**config.mk**
```make
export PLATFORM = sky130hd
export DESIGN_NAME = mem_bus_arbiter
export DESIGN_NICKNAME = d
export VERILOG_FILES = /design/src/rtl/mem_bus_arbiter.sv
export SDC_FILE = /design/constraint.sdc
export NUM_CORES = 1
export LEC_CHECK = 0
export CORE_AREA = 2 2 108 110
export DETAILED_ROUTE_END_ITERATION = 10
export DIE_AREA = 0 0 110 112
export PLACE_DENSITY = 0.67
export SLEW_MARGIN = 20
export SYNTH_ARGS = -nofsm -noshare
export SYNTH_HDL_FRONTEND = slang
export SYNTH_SLANG_ARGS = --single-unit
```
**constraint.sdc**
```tcl
create_clock -name clk -period 1.6 [get_ports clk]
set_input_delay 0.48 -clock clk [delete_from_list [all_inputs] [get_ports clk]]
set_output_delay 0.48 -clock clk [all_outputs]
set_load 0.02 [all_outputs]
```
**src/rtl/mem_bus_arbiter.sv**
```systemverilog
// Two-port arbiter in front of the core's single-port word memory.
// The fetch port and the load/store port share the memory through a
// three-state handshake (IDLE -> ISSUE -> RESP). Simultaneous requests
// are served round-robin. The LED register is decoded at the address
// LED_ADDR and never reaches the memory.
module mem_bus_arbiter #(
    parameter int                    ADDR_WIDTH = 32,
    parameter int                    DATA_WIDTH = 32,
    parameter logic [ADDR_WIDTH-1:0] LED_ADDR   = 32'hFFFF_FF00
) (
    input  logic                  clk,
    input  logic                  rst,
    // instruction-fetch port
    input  logic                  if_req,
    input  logic [ADDR_WIDTH-1:0] if_addr,
    output logic [DATA_WIDTH-1:0] if_rdata,
    output logic                  if_ack,
    // load/store port
    input  logic                  d_req,
    input  logic                  d_we,
    input  logic [ADDR_WIDTH-1:0] d_addr,
    input  logic [DATA_WIDTH-1:0] d_wdata,
    input  logic [3:0]            d_wstrb,
    output logic [DATA_WIDTH-1:0] d_rdata,
    output logic                  d_ack,
    // memory side
    output logic                  mem_en,
    output logic                  mem_we,
    output logic [ADDR_WIDTH-3:0] mem_addr,
    output logic [DATA_WIDTH-1:0] mem_wdata,
    output logic [3:0]            mem_wstrb,
    input  logic [DATA_WIDTH-1:0] mem_rdata,
    // board LEDs
    output logic [7:0]            leds
);

    typedef enum logic [1:0] {
        ST_IDLE  = 2'd0,
        ST_ISSUE = 2'd1,
        ST_RESP  = 2'd2
    } state_t;

    // Owner / last-grant encoding: 0 = fetch port, 1 = data port.
    localparam logic OWN_IF = 1'b0;
    localparam logic OWN_D  = 1'b1;

    state_t state_reg, state_next;
    logic   owner_reg, owner_next;
    logic   led_sel_reg, led_sel_next;
    logic   last_grant_reg;
    logic [7:0] leds_reg;

    logic                  grant_d;
    logic [ADDR_WIDTH-1:0] grant_addr;
    logic                  led_wr;
    logic                  wstrb_en;
    logic [DATA_WIDTH-1:0] resp_word;

    // Byte-offset bits of the request addresses carry no meaning for a word memory.
    logic unused_addr_bits;
    assign unused_addr_bits = ^{if_addr[1:0], d_addr[1:0]};

    // On contention the data port wins only if fetch was served last.
    assign grant_d    = d_req && (!if_req || (last_grant_reg == OWN_IF));
    assign grant_addr = grant_d ? d_addr : if_addr;

    // LED register is written at the end of ISSUE by a data-port write hitting it with byte 0 enabled.
    assign led_wr = (state_reg == ST_ISSUE) && led_sel_reg && (owner_reg == OWN_D)
                    && d_we && d_wstrb[0];

    // State, owner, target latch, round-robin history and LED register.
    always_ff @(posedge clk or posedge rst) begin
        if (rst) begin
            state_reg      <= ST_IDLE;
            owner_reg      <= OWN_IF;
            led_sel_reg    <= 1'b0;
            last_grant_reg <= OWN_D;
            leds_reg       <= 8'h00;
        end else begin
            state_reg   <= state_next;
            owner_reg   <= owner_next;
            led_sel_reg <= led_sel_next;
            if (state_reg == ST_RESP) begin
                last_grant_reg <= owner_reg;
            end
            if (led_wr) begin
                leds_reg <= d_wdata[7:0];
            end
        end
    end

    // Next-state logic: pick an owner in IDLE, then walk ISSUE and RESP.
    always_comb begin
        state_next   = state_reg;
        owner_next   = owner_reg;
        led_sel_next = led_sel_reg;
        case (state_reg)
            ST_IDLE: begin
                if (if_req || d_req) begin
                    owner_next   = grant_d;
                    led_sel_next = (grant_addr[ADDR_WIDTH-1:2] == LED_ADDR[ADDR_WIDTH-1:2]);
                    state_next   = ST_ISSUE;
                end
            end
            ST_ISSUE: state_next = ST_RESP;
            ST_RESP:  state_next = ST_IDLE;
            default:  state_next = ST_IDLE;
        endcase
    end

    // Write strobes are only meaningful for a data-port write.
    assign wstrb_en = (owner_reg == OWN_D) && d_we;

    // Memory request: driven straight from the owner's held inputs during ISSUE.
    // Since state resets asynchronously, mem_en/mem_we drop as soon as rst rises.
    always_comb begin
        mem_en    = 1'b0;
        mem_we    = 1'b0;
        mem_addr  = '0;
        mem_wdata = '0;
        if ((state_reg == ST_ISSUE) && !led_sel_reg) begin
            mem_en = 1'b1;
            if (owner_reg == OWN_D) begin
                mem_we    = d_we;
                mem_addr  = d_addr[ADDR_WIDTH-1:2];
                mem_wdata = d_wdata;
            end else begin
                mem_addr  = if_addr[ADDR_WIDTH-1:2];
            end
        end
    end

    // Per-byte strobe gating; zero outside a memory write.
    generate
        for (genvar gi = 0; gi < 4; gi++) begin : g_wstrb
            assign mem_wstrb[gi] = mem_en && wstrb_en && d_wstrb[gi];
        end
    endgenerate

    assign resp_word = led_sel_reg ? {{(DATA_WIDTH-8){1'b0}}, leds_reg} : mem_rdata;

    // Response: one-cycle ack to the owner in RESP; read data is zero otherwise.
    always_comb begin
        if_ack   = 1'b0;
        d_ack    = 1'b0;
        if_rdata = '0;
        d_rdata  = '0;
        if (state_reg == ST_RESP) begin
            if (owner_reg == OWN_D) begin
                d_ack   = 1'b1;
                d_rdata = resp_word;
            end else begin
                if_ack   = 1'b1;
                if_rdata = resp_word;
            end
        end
    end

    assign leds = leds_reg;

endmodule

```
# ---- Yosys cells after proc, flatten, opt, wreduce, memory -nomap -nowiden
# Index checks and enable logic that the tools add are counted.
dict set report op_classes {
  n_eq_ne 4
  muxes 19
  bitwise_logic 1
  reduce_logical 18
}
# op count
set ops {}
lappend ops {{$mux W32} 8}
lappend ops {{$mux W30} 2}
lappend ops {{$eq A30 B30 Y1 const B} 1}
lappend ops {{$logic_and A1 B1 Y1} 12}
lappend ops {{$mux W1} 7}
lappend ops {{$pmux W2 S2} 1}
lappend ops {{$eq A2 B1 Y1 const B} 1}
lappend ops {{$eq A2 B2 Y1 const B} 1}
lappend ops {{$logic_not A1 Y1} 2}
lappend ops {{$logic_not A2 Y1} 1}
lappend ops {{$logic_or A1 B1 Y1} 2}
lappend ops {{$mux W2} 1}
lappend ops {{$ne A2 B2 Y1 const B} 1}
lappend ops {{$reduce_and A2 Y1} 1}
lappend ops {{$not A1 Y1} 1}
dict set report word_totals {
  reg_bits 13
  in_bits 137
  out_inout_bits 142
  word_cells 47
}

# ---- Longest topological paths before layout
# Gate-level depths: netlist (run 1).
dict set report logic_depth {
  depth_word 5
  mapped_depth 6
  mapped_depth_nobuf 6
}

# ---- Worst setup path after synthesis (run 1)
# OpenSTA, ideal clock, no wires.
dict set report synth_path {
  path_type {reg2out}
  startpoint {register state_reg[0]}
  endpoint {output port if_rdata[10]}
  arrival_ns 1.357
  t_required_ns 1.120
  slack_ns -0.237
  path_stages_with_launch 6
  n_path_buf 2
  path_cell_list {dfrtp_1 nand2b_1 or2_1 buf_2 buf_6 nor2_1}
}
dict set report synth_via {
  elab_chain_len 2
}
# item line_no
set synth_lines {}
lappend synth_lines {{start: declaration} 47} ;# state_t state_reg, state_next;
lappend synth_lines {{start signal: assignment} 80} ;# state_reg <= state_next;
lappend synth_lines {{$eq A2 B2 Y1} 148} ;# if (state_reg == ST_RESP) begin
lappend synth_lines {{$mux W32} 148}
lappend synth_lines {{end: declaration} 16} ;# output logic [DATA_WIDTH-1:0] if_rdata,
# No other way between the ends.

# ---- Final worst setup path (run 1)
# Same ends and word-level chain as after synthesis.

==> impl_results.md, run 1 <==
* CP required at roughly 1.1 ns
* Detailed Routing Iterations Pass 1 at 4
* Ys async rst share at 1.000
* Initial DRC count at about 120
* Hold Crit Class: input pin to async pin
* Slowest CP cell: dfrtp_1
* Ys flop type: dfrtp_1
* FILL cells at around 820
* CTS root buf: clkbuf_16
* I/O pin cnt at approximately 280
* NumNets Final at between 700 and 800
* YS warnings at 0
* DIE HEIGHT at roughly 110 um
* Max reg flops at 8
* Final setup violation count at approximately 140
* Clock sink count at 13
* Non-Filler Instances at ~800
* Post-synthesis sequential area ratio at 0.1714
* Total CTS buffers at 3
* Most frequent cells in the layout: buf_6, clkdlybuf4s50_1, nor2_4
* Mapped Area at between 1500 and 2000 um^2
* CP max stage delay at 0.40 ns
* CTS tree: built
* Seq cells post-synth at 13
* Unrepaired setup endpoints after global routing: yes
* Peak supply drop at a little under 0.8 mV
* Setup CP Type: flop to primary output
* Max cap viols at 0
* Failing checks: setup timing
* Initial Util at 0.1705
* Startpoint types: flop
* Post-Synthesis Net Count at around 420
* Fin Hold WS at between 0.4 and 0.5 ns
* Core Box Area at about 11000 um^2
* Area of the multi-input gates at approximately 2600 um^2
* Max-slew violation count at 0
* Leak at between 3 and 4 nW
* Placed insts at 738
* Post-synth EDFFs at 0
* Post-route ant nets at 0
* FP Rows at 39
* Total Die Area at about 12000 um^2
* Crit-path max FO at 7
* GPL Wtd Cong at roughly 0.86
* Cell Area, Placed at around 5700 um^2
* Worst slew margin at 0.7986
* P per Cell Area at between 1000 and 1500 nW/um^2
* Critical Path AT at around 1.7 ns
* Worst Path Buf+Inv at 3
* Critical path, cell by cell: buf_4, nand2b_4, or2_4, clkbuf_16, nor2_4, buf_6
* Fmax at roughly 460 MHz
* Fin. Hold Viols at 0
* Min Clock Period, post-route at approximately 2.2 ns
* Final setup margin at -0.5535 ns
* All-Layer GR Usage at 0.2065
* Period Utilization, post-route at 1.346
* Vias in the first global route at around 3900
* Total grt overflow at 0
* Die X at ~110 um
* Status: finished, violations left
* Via count at 3654
* Slew @ Worst Pin at 0.2937 ns
* Syn_area_per_cell at between 6 and 7 um^2
* Clock slew at reported path FFs at 0.05 ns
* Longest Clk Path Bufs at 2
* Routed len/inst at 18.24 um
* Vias/cell at 4.545
* Area delta synth->final at 299.3%
* Most common cell after layout, fill and taps aside: buf_6
* Largest net degree at the start of global routing at 16
* Finished Cell Area at 7609 um^2
* Library cells used by synthesis at 31
* Cell count after synthesis at 284
* H-tree depth at 1
* Initial antenna violation count at 1
* Cell family contributing the most delay on the critical path: simple AND/OR/NAND/NOR gates
* Layout cells sized above 1 at 0.6955
* Worst skew pair latency at between 0.2 and 0.25 ns
* FF/Latch Area at ~330 um^2
* First-pass GRT wire length at a little under 20 mm
* # hold bufs at CTS at 0
* Routed WL at between 10 and 15 mm
* Post-route clock skew at between 0.005 and 0.006 ns
* Dpl ws at -0.7708 ns
* Residual DRC at 0
* DP HPWL at 9.585 mm
* IO buf count at around 270
* Setup crit end kind: primary output
==> where the power goes <==
group | total, mW | switching [mW] | internal, mW
clock network | 0.470 | 0.135 | 0.336
logic | 8.33 | 3.85 | 4.48
registers | 0.443 | 0.0524 | 0.391
==> routing by layer <==
layer,track usage,share of wire
met5,0,0
met1,0.2017,0.34
met4,0.08439,0.023
met3,0.06206,0.084
met2,0.3922,0.56
==> cell families (layout without fill, tap and decap cells) <==
| group | after synthesis | after routing | share of synthesized area |
|---|---|---|---|
| flip-flops | 13 | 13 | 0.1714 |
| AO/OA/AOI/OAI | 3 | 3 | 0.01116 |
| buffers and inverters | 30 | 406 | 0.08535 |
| other | 0 | 1 | 0 |
| AND/OR/NAND/NOR | 192 | 192 | 0.4852 |
| multiplexers | 46 | 46 | 0.2469 |
==> repair_timing <==
action / CTS / global route
setup endpoints to repair: 152 / 149
buffers inserted: 33 / 23
pin swaps: 28 / 63
gates resized for setup: 853 / 233
gates cloned: 10 / 3
==> synth_stat cells, types with 2 or more instances <==
library cell  instances  area share
dfrtp_1              12        0.16
nand4_1              11       0.036
nand2_1              27       0.053
inv_1                 3      0.0059
clkbuf_1              5      0.0099
mux2i_1              38        0.20
buf_4                 3       0.012
nor4_1                4       0.013
nor2_1               97        0.19
inv_2                 3      0.0059
buf_2                13       0.034
mux2_2                8       0.047
buf_6                 3       0.018
and2_1                3      0.0099
nor3b_1               2      0.0079
nand2b_1              3      0.0099
nand4b_1              4       0.018
and3_1               32        0.11
==> cell type report <==
cell class	instances	area share
Timing Repair Buffer	396	0.5721
Multi-Input combinational cell	241	0.3445
Sequential cell	13	0.04325
Tap cell	143	0.02352
Clock buffer	4	0.01036
Inverter	6	0.005920
Antenna cell	1	0.0003289
==> worst paths after layout <==
path / start / end / slack (ns) / cells past startpoint
setup / recovery: state_reg[0] / if_rdata[10] / -0.55 / 6
max in group asynchronous: rst / leds[0] / 0.75 / 3
setup reg to reg: owner_reg / leds[4] / -0.01 / 7
hold / removal: rst / state_reg[1] / 0.46 / 2
hold reg to reg: last_grant_reg / last_grant_reg / 0.47 / 2
min in group clk: last_grant_reg / last_grant_reg / 0.47 / 2
==> through the flow <==
step           TNS, ns  power (mW)    util
2_1_floorplan   -9.107       3.399       -
3_3_place_gp    -87.42       5.675  0.5145
3_5_place_dp    -88.90       5.737  0.5145
4_1_cts         -54.52       7.929  0.6044
5_1_grt         -63.80       9.660  0.6809
6_report        -56.48       9.243  0.6809
Power figures use the tool's default switching activity.
==> inputs of run 2 (changes only) <==
--- a/config.mk
+++ b/config.mk
@@ -8,7 +8,8 @@
 export CORE_AREA = 2 2 108 110
 export DETAILED_ROUTE_END_ITERATION = 10
 export DIE_AREA = 0 0 110 112
-export PLACE_DENSITY = 0.67
+export GPL_ROUTABILITY_DRIVEN = 0
+export MAX_ROUTING_LAYER = met4
 export SLEW_MARGIN = 20
 export SYNTH_ARGS = -nofsm -noshare
 export SYNTH_HDL_FRONTEND = slang
==> run 2 against run 1 <==
The flow still finishes with violations (setup timing). Die area unchanged. First-iteration DRC count up 15%. Critical path depth unchanged. Worst setup slack better by 0.11 ns. Routed wire length down 10%. Count of clock-buffer cells in the layout unchanged. Maximum frequency up 5.4%. Critical endpoint is now d_rdata[31]. Largest cell class unchanged. Largest power group unchanged.
==> impl_results.md, run 2 (synthesized netlist as in run 1, its figures left out) <==
* Peak supply drop at 0.6587 mV (-16%)
* CTS root buf: clkbuf_16
* Die X at 110 um (unchanged)
* Max reg flops at 8 (unchanged)
* Most frequent cells in the layout: buf_6, clkdlybuf4s50_1, nor2_4
* Clock slew at reported path FFs at 0.05 ns (about the same)
* # hold bufs at CTS at 0 (unchanged)
* Vias/cell at 4.501 (-0.96%)
* Largest net degree at the start of global routing at 44 (+28)
* Total Die Area at 12320 um^2 (unchanged)
* Via count at 3439 (-5.9%)
* NumNets Final at 759 (-4.9%)
* I/O pin cnt at 279 (unchanged)
* Post-route clock skew at 0.001287 ns (-0.004227 ns)
* FP Rows at 39 (unchanged)
* Initial antenna violation count at 0 (-1)
* P per Cell Area at 1165 nW/um^2 (-4.1%)
* Leak at 3.383 nW (+2.1%)
* Critical Path AT at 1.56 ns (-0.11 ns)
* Setup CP Type: flop to primary output
* Crit-path max FO at 9 (+2)
* Post-route ant nets at 0 (unchanged)
* Max cap viols at 0 (unchanged)
* Longest Clk Path Bufs at 2 (unchanged)
* DIE HEIGHT at 112 um (unchanged)
* Placed insts at 732 (-0.81%)
* Period Utilization, post-route at 1.277 (-0.06855)
* Final setup margin at -0.4439 ns (+0.1097 ns)
* Fin. Hold Viols at 0 (unchanged)
* Startpoint types: flop
* DP HPWL at 9.362 mm (-2.3%)
* Min Clock Period, post-route at 2.044 ns (-0.1097 ns)
* Status: finished, violations left
* Fmax at 489.3 MHz (+5.4%)
* Worst slew margin at 0.7390 (-0.05965)
* Core Box Area at 11170 um^2 (unchanged)
* Vias in the first global route at 3409 (-12%)
* Clock sink count at 13 (unchanged)
* Routed WL at 13.18 mm (-10%)
* Final setup violation count at 142 (+2.9%)
* Sum Neg Setup Slack at -52.54 ns (+3.945 ns)
* Area delta synth->final at 263.4%
* Failing checks: setup timing
* Hold Crit Class: flop to flop
* Layout cells sized above 1 at 0.6264 (-0.06905)
* CTS tree: built
* First-pass GRT wire length at 17.43 mm (-12%)
* FILL cells at 940 (+14%)
* IO buf count at 274 (unchanged)
* Residual DRC at 0 (unchanged)
* Initial Util at 0.1705 (unchanged)
* Detailed Routing Iterations Pass 1 at 4 (unchanged)
* Total CTS buffers at 3 (unchanged)
* All-Layer GR Usage at 0.1871 (-0.01942)
* Max-slew violation count at 0 (unchanged)
* Most common cell after layout, fill and taps aside: buf_6
* Slew @ Worst Pin at 0.3839 ns (+0.09028 ns)
* H-tree depth at 1 (unchanged)
* Setup crit end kind: primary output
* Non-Filler Instances at 764 (-5.0%)
* Worst skew pair latency at 0.24 ns (about the same)
* Routed len/inst at 17.24 um (-5.5%)
* Unrepaired setup endpoints after global routing: yes
* CP required at 1.12 ns (about the same)
* Ant. Diodes at 0 (-1)
* Initial DRC count at 142 (+15%)
* Total grt overflow at 0 (unchanged)
==> run 2: cell types whose count changed in the layout (fill, tap and decap cells not counted), sizes merged <==
cell           delta
clkdlybuf4s50    -10
clkdlybuf4s15     -3
dlygate4sd2      -14
diode             -1
dlymetal6s2s     +31
buf              -42
clkbuf            -1
==> run 2: area by class of cell <==
type	instances	area (um^2)	area share
Tap cell	143	178.9	0.02584
Clock buffer	4	78.83	0.01138
Inverter	6	42.54	0.006144
Sequential cell	13	327.8	0.04734
Multi-Input combinational cell	241	2379	0.3435
Timing Repair Buffer	357	3918	0.5658
==> run 2: path summary, 6_finish.rpt <==
kind	startpoint	end	slack [ns]	cells after the start
worst min register to register	last_grant_reg	last_grant_reg	0.47	2
worst max-delay path	state_reg[0]	d_rdata[31]	-0.44	6
worst min-delay path	last_grant_reg	last_grant_reg	0.47	2
max in group asynchronous	rst	last_grant_reg	0.81	3
worst max register to register	owner_reg	leds[0]	-0.12	7
min in group asynchronous	rst	leds[2]	0.55	3
==> run 2: stage by stage <==
step | hold slack, ns | total power [mW] | area [um^2] | worst slack [ns] | utilization
6_report | 0.4701 | 8.066 | 6924 | -0.4439 | 0.6196
5_1_grt | 0.5058 | 8.457 | 6924 | -0.5045 | 0.6196
4_1_cts | 0.4741 | 6.673 | 5972 | -0.4546 | 0.5344
3_5_place_dp | 0.4594 | 5.602 | 5679 | -0.7742 | 0.5082
3_3_place_gp | 0.4582 | 5.575 | 5679 | -0.7553 | 0.5082
2_1_floorplan | 0.3562 | 3.399 | 2460 | -0.09892 | -
==> run 2: report_power, final <==
part / switching [mW] / internal (mW) / total, mW / leakage (nW)
Clock: 0.137 / 0.336 / 0.473 / 0.0382
Combinational: 3.43 / 3.71 / 7.14 / 3.17
Sequential: 0.0591 / 0.390 / 0.449 / 0.172
Total: 3.63 / 4.44 / 8.07 / 3.38
==> run 2: worst max-delay path, stage by stage (launching register included) <==
cell	delay [ns]
dfrtp_1	0.41
buf_6	0.14
nand3b_1	0.19
buf_6	0.17
buf_16	0.16
nor2_4	0.12
buf_6	0.13
==> run 2: routing by layer <==
metal  wire length (um)  GRT usage  part of all wire
met4                 59    0.02869            0.0045
met2               7328     0.3546              0.56
met5                  0          -                 0
met1               4820     0.1998              0.37
met3                966    0.03630             0.073
==> run 2: what timing repair did <==
action | in CTS | in global routing
endpoints found under the setup margin | 151 | 152
cloned | 4 | 10
buffers inserted | 5 | 11
gates resized for setup | 762 | 204
pin swaps | 5 | 21
